`src/rtl/prio_pkg.sv`:
```
// Shared constants and helpers for the priority-match pipeline.
// Mode encoding selects which end of the request vector wins.
package prio_pkg;

    localparam logic MODE_MSB = 1'b0;
    localparam logic MODE_LSB = 1'b1;

    function automatic int clog2(input int value);
        int result;
        result = 0;
        for (int i = 0; i < 31; i++) begin
            if ((1 << i) < value) begin
                result = i + 1;
            end
        end
        return result;
    endfunction

endpackage

```
`src/rtl/prio_encoder.sv`:
```
// Combinational priority encoder: returns the index of the winning set bit
// (highest for MODE_MSB, lowest for MODE_LSB) and whether any bit was set.
module prio_encoder
    import prio_pkg::*;
#(
    parameter int W     = 8,
    parameter int IDX_W = clog2(W)
) (
    input  logic [W-1:0]     vec,
    input  logic             mode,
    output logic [IDX_W-1:0] idx,
    output logic             any
);

    // Later iterations overwrite earlier ones, so the scan direction decides the winner.
    always_comb begin
        idx = '0;
        any = |vec;
        if (mode == MODE_LSB) begin
            for (int i = W - 1; i >= 0; i--) begin
                if (vec[i]) idx = IDX_W'(i);
            end
        end else begin
            for (int i = 0; i < W; i++) begin
                if (vec[i]) idx = IDX_W'(i);
            end
        end
    end

endmodule

```
`src/rtl/prio_match_pipe.sv`:
```
// Two-stage priority-encode pipeline: stage 1 encodes, stage 2 decodes to
// one-hot and flags a hit on TARGET; a saturating counter tallies delivered hits.
module prio_match_pipe
    import prio_pkg::*;
#(
    parameter int  W      = 8,
    parameter int  TARGET = W - 1,
    parameter int  CNT_W  = 8,
    localparam int IDX_W  = clog2(W)
) (
    input  logic             clk,
    input  logic             rst,
    input  logic             in_valid,
    output logic             in_ready,
    input  logic [W-1:0]     in_data,
    input  logic             in_mode,
    output logic             out_valid,
    input  logic             out_ready,
    output logic [IDX_W-1:0] out_idx,
    output logic [W-1:0]     out_onehot,
    output logic             out_any,
    output logic             out_match,
    output logic [CNT_W-1:0] match_cnt
);

    // Handshake: a beat moves across a port only on a cycle where valid and ready
    // are both high; a producer holding valid keeps its payload stable until then,
    // and a stage loads whenever it is empty or its current contents leave.

    logic [IDX_W-1:0] enc_idx;
    logic             enc_any;

    logic             s1_valid_q, s1_valid_d;
    logic [IDX_W-1:0] s1_idx_q, s1_idx_d;
    logic             s1_any_q, s1_any_d;

    logic             s2_valid_q, s2_valid_d;
    logic [IDX_W-1:0] s2_idx_q, s2_idx_d;
    logic [W-1:0]     s2_onehot_q, s2_onehot_d;
    logic             s2_any_q, s2_any_d;
    logic             s2_match_q, s2_match_d;

    logic [CNT_W-1:0] cnt_q, cnt_d;

    logic s1_load;
    logic s2_load;

    prio_encoder #(
        .W     (W),
        .IDX_W (IDX_W)
    ) u_enc (
        .vec  (in_data),
        .mode (in_mode),
        .idx  (enc_idx),
        .any  (enc_any)
    );

    assign s2_load  = !s2_valid_q || out_ready;
    assign s1_load  = !s1_valid_q || s2_load;
    assign in_ready = s1_load && !rst;

    always_comb begin
        s1_valid_d  = s1_valid_q;
        s1_idx_d    = s1_idx_q;
        s1_any_d    = s1_any_q;
        s2_valid_d  = s2_valid_q;
        s2_idx_d    = s2_idx_q;
        s2_onehot_d = s2_onehot_q;
        s2_any_d    = s2_any_q;
        s2_match_d  = s2_match_q;
        cnt_d       = cnt_q;

        if (s1_load) begin
            s1_valid_d = in_valid;
            if (in_valid) begin
                s1_idx_d = enc_idx;
                s1_any_d = enc_any;
            end
        end

        if (s2_load) begin
            s2_valid_d = s1_valid_q;
            if (s1_valid_q) begin
                s2_idx_d    = s1_idx_q;
                s2_any_d    = s1_any_q;
                s2_onehot_d = s1_any_q ? (W'(1) << s1_idx_q) : '0;
                s2_match_d  = s1_any_q && (s1_idx_q == IDX_W'(TARGET));
            end
        end

        // Saturate rather than wrap so a large count never reads as a small one.
        if (s2_valid_q && out_ready && s2_match_q && (cnt_q != '1)) begin
            cnt_d = cnt_q + CNT_W'(1);
        end
    end

    always_ff @(posedge clk) begin
        if (rst) begin
            s1_valid_q  <= 1'b0;
            s1_idx_q    <= '0;
            s1_any_q    <= 1'b0;
            s2_valid_q  <= 1'b0;
            s2_idx_q    <= '0;
            s2_onehot_q <= '0;
            s2_any_q    <= 1'b0;
            s2_match_q  <= 1'b0;
            cnt_q       <= '0;
        end else begin
            s1_valid_q  <= s1_valid_d;
            s1_idx_q    <= s1_idx_d;
            s1_any_q    <= s1_any_d;
            s2_valid_q  <= s2_valid_d;
            s2_idx_q    <= s2_idx_d;
            s2_onehot_q <= s2_onehot_d;
            s2_any_q    <= s2_any_d;
            s2_match_q  <= s2_match_d;
            cnt_q       <= cnt_d;
        end
    end

    // Outputs read as idle for the whole reset cycle, not just after the edge.
    assign out_valid  = s2_valid_q && !rst;
    assign out_idx    = rst ? '0 : s2_idx_q;
    assign out_onehot = rst ? '0 : s2_onehot_q;
    assign out_any    = s2_any_q && !rst;
    assign out_match  = s2_match_q && !rst;
    assign match_cnt  = rst ? '0 : cnt_q;

endmodule
```
`config.mk`:
```
export PLATFORM = sky130hd
export DESIGN_NAME = prio_match_pipe
export DESIGN_NICKNAME = d
export VERILOG_FILES = /design/src/rtl/prio_pkg.sv /design/src/rtl/prio_encoder.sv /design/src/rtl/prio_match_pipe.sv
export SDC_FILE = /design/constraint.sdc
export NUM_CORES = 1
export LEC_CHECK = 0
export ABC_AREA = 1
export CORE_ASPECT_RATIO = 1.1
export CORE_MARGIN = 2
export CORE_UTILIZATION = 35
export CTS_BUF_LIST = sky130_fd_sc_hd__clkbuf_4 sky130_fd_sc_hd__clkbuf_8 sky130_fd_sc_hd__clkbuf_16
export CTS_CLUSTER_DIAMETER = 80
export DETAILED_ROUTE_END_ITERATION = 6
export PLACE_DENSITY = 0.69
export SLEW_MARGIN = 20
export SYNTH_ARGS = -nofsm -noshare
export SYNTH_HDL_FRONTEND = slang
export SYNTH_SLANG_ARGS = --single-unit
```
`constraint.sdc`:
```
create_clock -name clk -period 2 [get_ports clk]
set_input_delay 0.6 -clock clk [delete_from_list [all_inputs] [get_ports clk]]
set_output_delay 0.6 -clock clk [all_outputs]
set_load 0.02 [all_outputs]
```
==> results.json <==
{
  "grt_overflow": 0,
  "crit_family": "buffers and inverters",
  "fin_crit_ns": 1.968,
  "crit_path_end_kind": "primary output",
  "vias": 1396,
  "max-slew-margin-rel_pct": 84.20,
  "dr.pass1.iters": 4,
  "path_cells": "clkdlybuf4s15_2, bufbuf_16, nor2_1, buf_2",
  "start_util_pct": 35.94,
  "powerDensity_mw_per_mm2": 536.0,
  "area_growth_pct": 36.28,
  "clockBufferDepth": 2,
  "synth_fp_nets": 226,
  "drc_errors": 0,
  "power_switching_mw": 0.2503,
  "hold_path.class": "flip-flop to flip-flop",
  "std_cell_rows": 24,
  "cts_tree": "done",
  "numCtsBuffers": 3,
  "drv_cap": 0,
  "syn_inst": 212,
  "synth-simple-area-share_pct": 30.62,
  "p_sw_share_pct": 24.24,
  "yosys.cell_count.top_type": "nand2_1",
  "holdBufCountCts": 0,
  "critical_path_required_ns": 1.40,
  "numPortBuffers": 35,
  "critical_path.max_stage_delay_ns": 0.29,
  "worst_slack_ns": 0.03212,
  "syn_area_per_cell_um2": 6.669,
  "yosysSeqAreaShare_pct": 36.81,
  "p_leak_nw": 0.9023,
  "die_h_um": 70.66,
  "arrival_ns": 1.37,
  "p_clk_share_pct": 32.4,
  "die_w_um": 64.60,
  "wl_per_cell_um": 10.11,
  "cp-start-kind": "input pin",
  "synth_area_mm2": 0.001414,
  "detail-route-antenna-nets": 0,
  "clk_latency_ns": 0.26,
  "grt_pass1_vias": 1376,
  "worst_setup_hold_path_clk_slew_ns": 0.09,
  "synthXorXnorAreaFrac_pct": 2.478,
  "dp_cells": 308,
  "criticalPathCategory": "input pin to primary output",
  "pwr-share-seq_pct": 52.8,
  "ys_types": 26,
  "ir_drop_uv": 198.2,
  "setup_viol": 0,
  "synth_ff_type": "dfxtp_1",
  "gp_congestion": 0.7906,
  "outcome": "finished, final reports clean",
  "synth_top_family_by_area": "simple AND/OR/NAND/NOR gates",
  "skew_ns": 0.001410,
  "ys_ff_latch": 26,
  "path_max_fanout": 16,
  "tightest_slew_ns": 0.2367,
  "grt_pass1_wl_um": 5699,
  "synth_area_leaders": "dfxtp_1 37%, nand2_1 12%, inv_1 10%",
  "period_share_pct": 98.39,
  "cp_num_buf_inv": 3,
  "pin_count": 36,
  "p_int_mw": 0.7824,
  "instances_no_fill": 313,
  "fmax_ghz": 0.5082,
  "first_iter_violations": 32,
  "grt_max_degree": 17,
  "async_flop_share_pct": 0,
  "htreeDepth": 1,
  "synth_mux_area_share_pct": 0,
  "fill_cells": 424,
  "synth_top_area_share_pct": 36.81,
  "synth-edff-count": 0,
  "drv_slew": 0,
  "synth-compound-area-share_pct": 15.75,
  "clock-sinks": 26,
  "postCtsSetupRepairBufs": 0,
  "vias_per_cell": 4.460,
  "synth_top_area_cell": "dfxtp_1",
  "yosysWarnings": 0,
  "diodes": 0,
  "antenna_found_initial": 0,
  "core_area_mm2": 0.003934,
  "combPwrFrac_pct": 14.8,
  "synth_commonest_cells": "47 x nand2_1, 38 x inv_1, 31 x nor2_1",
  "grt.total_usage_pct": 15.22,
  "hold_viol_final": 0,
  "nets": 276,
  "dp_slack_ns": -0.6401,
  "drive_gt1_share_pct": 24.90,
  "synth_adder_area_share_pct": 0.8850,
  "dp.final_hpwl_um": 2298,
  "dieArea_mm2": 0.004565,
  "slowest_stage": "bufbuf_16",
  "routed_wl_um": 3164,
  "grt_setup_unrepaired": "true",
  "clock-root-buffer": "clkbuf_8"
}
==> power by group through the flow <==
stage                     combinational, mW  clock [mW]  sequential, mW
after global placement                0.145           0           0.556
after CTS                             0.155       0.343           0.545
after floorplan                      0.0777           0           0.553
after global routing                  0.174       0.357           0.548
final                                 0.153       0.334           0.545
after detailed placement              0.147           0           0.557
==> metal layers <==
metal  global-route usage (%)  routed length (um)
met5                        0                   0
met4                    4.965                  38
met3                    1.272                 114
met2                    28.13                1551
met1                    18.49                1459
==> cell usage in the layout, fill, tap and decap left out <==
cell	instances
dlymetal6s2s_1	1
inv_1	36
clkdlybuf4s15_2	1
inv_2	4
buf_6	1
a22o_1	1
buf_12	1
o21ai_1	2
nor2_4	1
nor2_2	1
o21ai_0	12
nand2_4	1
bufbuf_16	1
clkbuf_8	4
a21oi_2	5
clkdlybuf4s50_1	10
buf_2	17
buf_4	20
o31ai_1	2
nor3_1	1
o211ai_2	1
xor2_1	4
nor3_4	1
a211oi_1	2
nand3_1	8
ha_1	1
a21oi_1	10
nand2_2	3
nor2_1	30
dfxtp_1	26
nand3_2	3
nand4_1	3
o21a_1	1
nand2_1	46
==> worst register-to-register path: stages (launching register included) <==
cell and delay (ns):
dfxtp_1 0.39, ha_1 0.25, nand3_2 0.12, nor2_4 0.11, nand3_2 0.10, nand2_4 0.13
inv_2 0.08, nand2_1 0.08, a21oi_2 0.05
==> layout make-up <==
| class | instances | area [um2] | share of cell area, % |
|---|---|---|---|
| inverter | 40 | 150.1 | 7.792 |
| tap | 52 | 65.06 | 3.377 |
| sequential | 26 | 520.5 | 27.01 |
| multi-input combinational | 139 | 713.2 | 37.01 |
| timing repair buffer | 52 | 422.9 | 21.95 |
| clock buffer | 4 | 55.05 | 2.857 |
==> final timing paths <==
| check | from | end | slack, ns | cells past startpoint |
|---|---|---|---|---|
| max | rst | match_cnt[3] | 0.03 | 4 |
| min | s2_idx_q[2] | s2_idx_q[2] | 0.46 | 2 |
| max reg2reg | cnt_q[1] | cnt_q[2] | 0.59 | 8 |
| min reg2reg | s2_idx_q[2] | s2_idx_q[2] | 0.46 | 2 |
==> through the flow <==
step	hold slack (ns)	util (%)	area (um2)	TNS (ns)	power (mW)
after floorplan	0.4301	-	1416	0	0.6312
after global placement	0.4461	48.92	1924	-13.10	0.7012
after detailed placement	0.4524	48.92	1924	-13.35	0.7035
after CTS	0.4667	48.66	1914	-0.009810	1.043
after global routing	0.4964	48.98	1927	-0.04181	1.078
final	0.4640	48.98	1927	0	1.033
==> logic make-up (layout without fill, tap and decap cells) <==
group | count (synthesis) | count (layout)
AO/OA/AOI/OAI | 36 | 36
XOR/XNOR | 4 | 4
adder cells (fa/ha/maj) | 1 | 1
buffers and inverters | 47 | 96
flip-flops | 26 | 26
AND/OR/NAND/NOR | 98 | 98
==> state kept, by name, indices dropped and copies added (netlist names) <==
signal,cells
cnt_q,8
s1_any_q,1
s1_idx_q,3
s1_valid_q,1
s2_any_q,1
s2_idx_q,3
s2_onehot_q,8
s2_valid_q,1
==> repair_timing <==
item	CTS	global route
gates resized for setup	102	5
pin swaps	0	1
setup endpoints to repair	23	5
cloned	1	0
hold endpoints to repair	0	0
Power figures use the tool's default switching activity.
